--- config.mk ---
export PLATFORM = sky130hd
export DESIGN_NAME = fft_peak_detector
export DESIGN_NICKNAME = d
export VERILOG_FILES = /design/src/rtl/fft_axi_pkg.sv /design/src/rtl/fft_mag_sq.sv /design/src/rtl/fft_peak_detector.sv
export SDC_FILE = /design/constraint.sdc
export NUM_CORES = 2
export LEC_CHECK = 0
export ABC_CLOCK_PERIOD_IN_PS = 2810
export BUFFER_PORTS_ARGS = -buffer_cell sky130_fd_sc_hd__buf_2
export CORE_MARGIN = 5
export CORE_UTILIZATION = 59
export DETAILED_ROUTE_END_ITERATION = 7
export PLACE_DENSITY_LB_ADDON = 0.05
export SETUP_SLACK_MARGIN = 0.15
export SYNTH_ARGS = -nofsm -noshare
export SYNTH_HDL_FRONTEND = slang
export SYNTH_SLANG_ARGS = --single-unit
--- constraint.sdc ---
create_clock -name i_clk -period 2.81 [get_ports i_clk]
set_input_delay 0.7025 -clock i_clk [delete_from_list [all_inputs] [get_ports i_clk]]
set_output_delay 0.7025 -clock i_clk [all_outputs]
set_load 0.005 [all_outputs]
--- src/rtl/fft_axi_pkg.sv ---
// Shared definitions for the FFT peak detector: beat markers, FSM states and the complex-bin layout.
package fft_axi_pkg;

    localparam logic [1:0] BURST_MID   = 2'b00;
    localparam logic [1:0] BURST_FIRST = 2'b01;
    localparam logic [1:0] BURST_LAST  = 2'b10;
    localparam logic [1:0] BURST_ONLY  = 2'b11;

    localparam int CPLX_W = 16;

    typedef enum logic [1:0] {
        IDLE  = 2'd0,
        RECV  = 2'd1,
        FLUSH = 2'd2
    } pd_state_t;

    typedef struct packed {
        logic signed [CPLX_W-1:0] re;
        logic signed [CPLX_W-1:0] im;
    } cplx_bin_t;

    // FIRST and ONLY are the two codes with bit 0 set; both open a new frame.
    function automatic logic is_frame_start(input logic [1:0] burst);
        return burst[0];
    endfunction

endpackage

--- src/rtl/fft_mag_sq.sv ---
// Two-stage |x|^2 pipeline: S1 squares re and im, S2 adds them. A tag rides alongside each valid.
module fft_mag_sq #(
    parameter int DATA_W = 16,
    parameter int TAG_W  = 13
) (
    input  logic                     clk,
    input  logic                     rst_n,
    input  logic                     clear,
    input  logic                     in_valid,
    input  logic signed [DATA_W-1:0] in_re,
    input  logic signed [DATA_W-1:0] in_im,
    input  logic [TAG_W-1:0]         in_tag,
    output logic                     out_valid,
    output logic [2*DATA_W:0]        out_mag,
    output logic [TAG_W-1:0]         out_tag,
    output logic                     busy
);

    logic signed [2*DATA_W-1:0] re_ext;
    logic signed [2*DATA_W-1:0] im_ext;
    logic signed [2*DATA_W-1:0] re_sq;
    logic signed [2*DATA_W-1:0] im_sq;
    logic [TAG_W-1:0]           s1_tag;
    logic                       s1_valid;

    assign re_ext = (2*DATA_W)'(in_re);
    assign im_ext = (2*DATA_W)'(in_im);
    assign busy   = s1_valid || out_valid;

    // Squares are never negative, so zero-extending them into the sum is exact.
    always_ff @(posedge clk or negedge rst_n) begin
        if (!rst_n) begin
            re_sq     <= '0;
            im_sq     <= '0;
            s1_tag    <= '0;
            s1_valid  <= 1'b0;
            out_mag   <= '0;
            out_tag   <= '0;
            out_valid <= 1'b0;
        end else begin
            re_sq     <= re_ext * re_ext;
            im_sq     <= im_ext * im_ext;
            s1_tag    <= in_tag;
            s1_valid  <= in_valid;
            out_mag   <= {1'b0, re_sq} + {1'b0, im_sq};
            out_tag   <= s1_tag;
            out_valid <= s1_valid && !clear;
        end
    end

endmodule

--- src/rtl/fft_peak_detector.sv ---
// Consumes one FFT frame per FIRST..LAST burst and reports the strongest bin in the search window.
// Handshake: a beat transfers on a rising edge with i_ARVALID && o_ARREADY; o_ARREADY is registered and low only in FLUSH.
module fft_peak_detector
    import fft_axi_pkg::*;
#(
    parameter int DATA_W    = 16,
    parameter int IDX_W     = 12,
    parameter bit SKIP_DC   = 1'b1,
    parameter bit HALF_SPEC = 1'b1
) (
    input  logic                i_clk,
    input  logic                i_rstn,
    input  logic [2*DATA_W-1:0] i_ARDATA,
    input  logic                i_ARVALID,
    output logic                o_ARREADY,
    input  logic [1:0]          i_ARBURST,
    input  logic [IDX_W-1:0]    i_SAMPLES_NUMBER,
    output logic [IDX_W-1:0]    o_PEAK_INDEX,
    output logic [2*DATA_W:0]   o_PEAK_MAG,
    output logic                o_DONE,
    output logic                o_ERR,
    output logic                o_BUSY,
    output pd_state_t           o_dbg_state
);

    pd_state_t         state;
    logic [IDX_W-1:0]  n_q;
    logic [IDX_W-1:0]  bin_cnt;
    logic [IDX_W-1:0]  pk_idx;
    logic [2*DATA_W:0] pk_mag;
    logic              peak_stage_v;

    logic              accept;
    logic              start;
    logic              frame_beat;
    logic              elig;
    logic [IDX_W-1:0]  n_field;
    logic [IDX_W-1:0]  beat_idx;
    logic [IDX_W-1:0]  n_last;
    logic [IDX_W:0]    half_n;

    logic              ms_valid;
    logic [2*DATA_W:0] ms_mag;
    logic [IDX_W:0]    ms_tag;
    logic              pipe_busy;

    assign accept     = i_ARVALID && o_ARREADY;
    assign start      = accept && is_frame_start(i_ARBURST);
    assign frame_beat = start || (accept && state == RECV);
    assign n_field    = start ? i_SAMPLES_NUMBER : n_q;
    assign beat_idx   = start ? '0 : bin_cnt;
    assign n_last     = n_q - IDX_W'(1);
    // A zero length field means 2**IDX_W bins, so N/2 needs one extra bit.
    assign half_n     = {(n_field == '0), n_field[IDX_W-1:1]};
    assign elig       = (!SKIP_DC || beat_idx != '0) &&
                        (!HALF_SPEC || {1'b0, beat_idx} < half_n);
    assign o_dbg_state = state;

    fft_mag_sq #(
        .DATA_W(DATA_W),
        .TAG_W (IDX_W + 1)
    ) u_mag_sq (
        .clk      (i_clk),
        .rst_n    (i_rstn),
        .clear    (start),
        .in_valid (frame_beat),
        .in_re    (i_ARDATA[2*DATA_W-1:DATA_W]),
        .in_im    (i_ARDATA[DATA_W-1:0]),
        .in_tag   ({elig, beat_idx}),
        .out_valid(ms_valid),
        .out_mag  (ms_mag),
        .out_tag  (ms_tag),
        .busy     (pipe_busy)
    );

    always_ff @(posedge i_clk or negedge i_rstn) begin
        if (!i_rstn) begin
            state        <= IDLE;
            n_q          <= '0;
            bin_cnt      <= '0;
            pk_idx       <= '0;
            pk_mag       <= '0;
            peak_stage_v <= 1'b0;
            o_ARREADY    <= 1'b0;
            o_PEAK_INDEX <= '0;
            o_PEAK_MAG   <= '0;
            o_DONE       <= 1'b0;
            o_ERR        <= 1'b0;
            o_BUSY       <= 1'b0;
        end else begin
            o_DONE       <= 1'b0;
            peak_stage_v <= ms_valid;
            // Strict compare keeps the earliest (lowest-index) bin on ties.
            if (ms_valid && ms_tag[IDX_W] && ms_mag > pk_mag) begin
                pk_mag <= ms_mag;
                pk_idx <= ms_tag[IDX_W-1:0];
            end
            if (start) begin
                n_q          <= i_SAMPLES_NUMBER;
                bin_cnt      <= IDX_W'(1);
                pk_mag       <= '0;
                pk_idx       <= '0;
                o_PEAK_INDEX <= '0;
                o_PEAK_MAG   <= '0;
                o_BUSY       <= 1'b1;
                if (i_ARBURST == BURST_ONLY) begin
                    o_ERR     <= (state == RECV) || (i_SAMPLES_NUMBER != IDX_W'(1));
                    state     <= FLUSH;
                    o_ARREADY <= 1'b0;
                end else if (i_SAMPLES_NUMBER == IDX_W'(1)) begin
                    o_ERR     <= 1'b1;
                    state     <= FLUSH;
                    o_ARREADY <= 1'b0;
                end else begin
                    o_ERR     <= (state == RECV);
                    state     <= RECV;
                    o_ARREADY <= 1'b1;
                end
            end else begin
                case (state)
                    IDLE: begin
                        o_ARREADY <= 1'b1;
                    end
                    RECV: begin
                        if (accept) begin
                            bin_cnt <= bin_cnt + IDX_W'(1);
                            if (i_ARBURST == BURST_LAST || bin_cnt == n_last) begin
                                o_ERR     <= o_ERR || (i_ARBURST != BURST_LAST) ||
                                             (bin_cnt != n_last);
                                state     <= FLUSH;
                                o_ARREADY <= 1'b0;
                            end
                        end
                    end
                    FLUSH: begin
                        if (!pipe_busy && !peak_stage_v) begin
                            o_DONE       <= 1'b1;
                            o_BUSY       <= 1'b0;
                            o_ARREADY    <= 1'b1;
                            o_PEAK_INDEX <= pk_idx;
                            o_PEAK_MAG   <= pk_mag;
                            state        <= IDLE;
                        end
                    end
                    default: begin
                        state <= IDLE;
                    end
                endcase
            end
        end
    end

endmodule

### After elaboration in Yosys (flattened, before gate mapping)

Cells that the tools add are included.
W data, S select, Z words.

| word-level totals | value |
|---|---|
| register bits | 246 |
| bits of input ports | 49 |
| output and inout bits | 51 |
| word-level logic and storage cells | 112 |

| operators by class | value |
|---|---|
| $add $sub $neg | 3 |
| $mul | 2 |
| order comparisons | 2 |
| equal/unequal tests | 13 |
| multiplexer cells | 41 |
| reduce and logical (&&, ||, !) cells | 32 |

Operator list:

| operator | number |
|---|---|
| $mux W33 | 5 |
| $mux W12 | 10 |
| $mul A16 B16 Y32 | 2 |
| $add A32 B32 Y33 | 1 |
| $gt A33 B33 Y1 | 1 |
| $mux W1 | 18 |
| $add A12 B1 Y12 const B | 1 |
| $eq A12 B1 Y1 const B | 1 |
| $eq A12 B12 Y1 | 1 |
| $logic_not A12 Y1 | 1 |
| $lt A12 B12 Y1 | 1 |
| $mux W2 | 6 |
| $ne A12 B1 Y1 const B | 1 |
| $ne A12 B12 Y1 | 1 |
| $reduce_bool A12 Y1 | 1 |
| $reduce_bool A2 Y1 | 6 |
| $sub A12 B1 Y12 const B | 1 |
| $logic_and A1 B1 Y1 | 8 |
| $reduce_and A4 Y1 | 2 |
| $eq A2 B2 Y1 const B | 3 |
| $logic_or A1 B1 Y1 | 6 |
| $ne A3 B3 Y1 const B | 2 |
| $pmux W2 S3 | 1 |
| $ne A2 B2 Y1 const B | 2 |
| 8 further kinds | 11 |

### Depth between registers and ports, before layout

| logic depth | value |
|---|---|
| depth after elaboration | 7 |
| gate-level depth with buffers | 25 |
| depth with buffers taken out | 24 |

### Cells and area by module

A second synthesis with hierarchy kept.

| unflattened totals | value |
|---|---|
| cells, all modules | 2976 |
| area, all modules | 28878.9 µm² |

Modules (own cells, without submodules):

| module | times used | cells each | area an instance (µm²) | seq. area each (µm²) |
|---|---|---|---|---|
| fft_mag_sq | 1 | 2267 | 22302.6 | 3078.0 |
| fft_peak_detector | 1 | 709 | 6576.3 | 3027.9 |

### Least setup slack after synthesis

OpenSTA, ideal clock, no wires.

| timing path | value |
|---|---|
| path type | input to register |
| start point | input port i_ARDATA[15] |
| end point | register u_mag_sq.im_sq[31] |
| setup time | 0.080 ns |
| arrival | 6.366 ns |
| required time | 2.730 ns |
| setup slack | -3.636 ns |
| stages | 22 |
| path buffers | 3 |
| cell sequence | clkbuf_1 > inv_1 > buf_1 > nor2_1 > fa_1 > fa_1 > fa_1 > fa_1 > fa_1 > inv_1 > fa_1 > inv_1 > ha_1 > clkbuf_1 > a21oi_1 > nor2b_1 > a41oi_1 > o21ai_2 > o21ai_2 > o2111ai_1 > a21oi_1 > xnor2_1 |

| between the ends | value |
|---|---|
| longest elaborated chain between the ends | 1 |

Ends and longest elaborated chain:

| element | RTL line | RTL |
|---|---|---|
| start, declared | fft_peak_detector.sv:13 | `input logic [2*DATA_W-1:0] i_ARDATA,` |
| $mul A16 B16 Y32 | fft_mag_sq.sv:42 | `im_sq <= im_ext * im_ext;` |
| end signal, assigned | fft_mag_sq.sv:42 |  |
| end, declared | fft_mag_sq.sv:22 | `logic signed [2*DATA_W-1:0] im_sq;` |

Every way passes these cells.
A chain may end at the register's enable or synchronous reset.

### Worst setup path after layout

| timing path | value |
|---|---|
| start point | input port i_ARDATA[3] |
| end point | register u_mag_sq.im_sq[26] |

Same word-level chain as after synthesis.

==> flow_summary.yaml <==
grt:
  gr-total-overflow: 0
  grt_pass1_wl_microns: 116000
  track_usage_pct: 26.4
  antenna_found_initial: 0
  grt_pass1_vias: 23900
  grt_start_max_net_pins: 82
yosys:
  synth_compound_area_share_pct: 7.07
  syn-cell-area_sq_mm: 0.0285
  synthSimpleGateAreaFrac_pct: 10.9
  yosysWarnings: 0
  synth-seq-cells: 244
  synth_flop_cell: "dfrtp_1"
  synth-edff-count: 0
  synthXorXnorAreaFrac_pct: 4.12
  synth_cells: 2934
  muxShareOfSynthArea_pct: 2.00
  ys_seq_area_share_pct: 21.4
  yosysUniqueCellTypes: 68
  synthAdderAreaFrac_pct: 44.2
  synth_top_family_by_area: "adder cells"
  avgSynthCellArea_sq_um: 9.71
  syn-num-nets: 3709
  synthArstFlopShare_pct: 100
run:
  maxCapViolCount: 0
cts:
  numCtsBuffers: 26
  cts_tree: "yes"
  h-tree-depth: 1
  clk_pin_slew_ns: 0.06
  cts-root-buf: "clkbuf_16"
  clockBufferDepth: 3
  cts_sinks: 244
  hold_buffers: 0
  clk_latency_ns: 0.55
run_status:
  status: "finished with violations"
  violations: "setup timing"
sta:
  slew_headroom_pct: 41.4
  fin_ws_ns: -2.75
  maxSlewViolCount: 0
  tightest_slew_ns: 0.879
  clock_skew_ns: 0.0382
  rsz0062_at_grt: "yes"
  setup_viol: 55
  fmax_mhz: 180
  hold_viol_final: 0
  period_needed_ns: 5.56
  setup_tns_ns: -117.51
  fin_crit_sh_pct: 198
placement:
  port_buffers: 99
  gp_congestion: 0.929
  place_hpwl_microns: 55300
  pre_cts_slack_ns: -3.54
  dp.cells: 3981
detailed_routing:
  firstDrtPassIters: 5
  wl_per_cell_microns: 16.9
  drc: 0
  ant_nets: 0
  drt-met1-wl_microns: 28700
  wl_met3_microns: 2830
  num_vias: 21600
  routed_wl_microns: 69300
  wl_met2_microns: 36400
  route.top_layer_used: "met4"
  viasPerCell: 5.27
  first_iter_violations: 1345
die:
  core_sq_mm: 0.0477
  start_util_pct: 59.7
  rows: 80
  dieArea_sq_mm: 0.0528
  dieHeight_microns: 230
  die_w_microns: 230
  ios: 100
worst_setup_path:
  worstPathRequired_ns: 3.28
  crit_fanout: 10
  cp-end-kind: "register"
  arrival_ns: 6.03
  r2r_cells: 10
  worst_setup_path_start_kind: "input port"
  worstSetupPathType: "in -> reg"
finish:
  drive_above_1_share_pct: 29.9
  fin_nets: 4249
  area_growth_pct: 30.0
  multiInputGateArea_sq_mm: 0.0216
  layout.cells.non_filler: 4108
  fillers: 3138
  final-seq-area_sq_mm: 0.00611
  fin_util_pct: 77.6
hold_path:
  hold_path.class: "in -> async"
==> synthesized netlist by cell type, drive strengths merged, types with 2 or more instances <==
master   number  area share [%]
a2111oi       2           0.061
a211oi        7            0.18
a21boi        2           0.053
a21o         44             1.2
a21oi       129             2.3
a221oi        3           0.092
a311oi        2           0.061
a31o         13            0.40
a31oi        13            0.33
and2         80             1.8
and3         13            0.29
buf          14            0.25
clkbuf       66            0.87
clkinv        4           0.053
dfrtp       244              21
fa          467              33
ha          259              11
inv         692             9.1
mux2i        57             2.0
nand2       281             3.7
nand2b       23            0.51
nand3        28            0.49
nand4        21            0.46
nor2        160             2.1
nor2b        15            0.33
nor3         21            0.39
nor3b         2           0.088
nor4          9            0.20
o211a         2           0.070
o211ai        3           0.079
o21a         18            0.47
o21ai        55            0.99
o21bai       10            0.26
o311ai        2           0.061
o31ai         3           0.097
o41ai         2           0.088
or2           8            0.18
or3          11            0.26
or4           2           0.053
xnor2        96             3.0
xor2         38             1.2
==> cell families after synthesis <==
family / after synthesis
DFF: 244
xor gates and xnor gates: 134
and+or+nand+nor: 677
AOI/OAI and AO/OA: 320
muxes: 57
buffers and inverters: 776
adders and majority gates: 726
==> cell usage in the layout (no fill, tap or decap), types with 67 or more instances in the layout <==
cell type and n:
a21oi_1 94, nand2_1 248, fa_1 438, buf_6 72, xnor2_1 76, nor2_1 133, buf_4 408, buf_2 67
ha_1 192, inv_1 627, dfrtp_1 243
==> layout make-up <==
cell class,count,share of cell area [%]
clock inverters,14,0.409
clock buffers,32,1.90
inverters,696,7.16
diodes,1,0.00676
well taps,615,2.08
repair buffers,592,13.5
multi-input cells,1914,58.4
flip-flops and latches,244,16.5
==> state kept, by name, indices dropped and copies added, names as in the netlist <==
signal              flops
o_ERR                   1
o_dbg_state             2
u_mag_sq.out_valid      1
o_BUSY                  1
bin_cnt                12
peak_stage_v            1
u_mag_sq.s1_tag        13
u_mag_sq.s1_valid       1
o_PEAK_MAG             33
u_mag_sq.im_sq         31
o_DONE                  1
o_PEAK_INDEX           12
o_ARREADY               1
u_mag_sq.re_sq         31
u_mag_sq.out_mag       33
u_mag_sq.out_tag       13
pk_mag                 33
pk_idx                 12
n_q                    12
==> stage by stage <==
stage               area [sq um]  hold slack (ns)
detailed placement         33500            0.335
global placement           33500            0.331
finish                     37000            0.176
global route               37000            0.223
CTS                        35900            0.194
floorplan                  29700            0.331
==> repair_timing <==
action / CTS / global route
gates cloned: 1 / 3
gates resized for setup: 296 / 180
buffers inserted: 37 / 39
pin swaps: 148 / 126
endpoints found under the setup margin: 62 / 104
==> worst paths after layout <==
| path | start | end | slack [ns] |
|---|---|---|---|
| setup / recovery | i_ARDATA[3] | u_mag_sq.im_sq[26] | -2.75 |
| hold / removal | i_rstn | pk_idx[1] | 0.18 |
| setup reg to reg | u_mag_sq.im_sq[11] | u_mag_sq.out_mag[22] | 0.13 |
| hold reg to reg | u_mag_sq.s1_tag[9] | u_mag_sq.out_tag[9] | 0.35 |
| max in group asynchronous | i_rstn | pk_mag[30] | 1.88 |
| min in group i_clk | u_mag_sq.s1_tag[9] | u_mag_sq.out_tag[9] | 0.35 |
==> per-layer routing <==
| layer | track usage [%] | vias up |
|---|---|---|
| met5 | 0 | - |
| met4 | 5.49 | 0 |
| met3 | 2.59 | 112 |
| met2 | 47.1 | 500 |
| met1 | 35.6 | 11000 |
| li1 | - | 10100 |
==> worst max-delay path: stages <==
cell,delay (ns)
buf_6,0.13
nand2_1,0.09
fa_2,0.61
fa_1,0.44
fa_1,0.50
inv_1,0.06
fa_1,0.47
fa_1,0.50
inv_1,0.05
fa_1,0.47
inv_1,0.06
ha_4,0.22
and3_4,0.16
a221o_1,0.37
a31oi_4,0.20
nor2b_2,0.08
a31oi_2,0.21
o211a_1,0.25
buf_6,0.13
nand2b_4,0.04
a21oi_2,0.14
xnor2_1,0.12
Power is not shown: default switching activity piles up to over one toggle a cycle in this logic, so the estimate is an artifact.
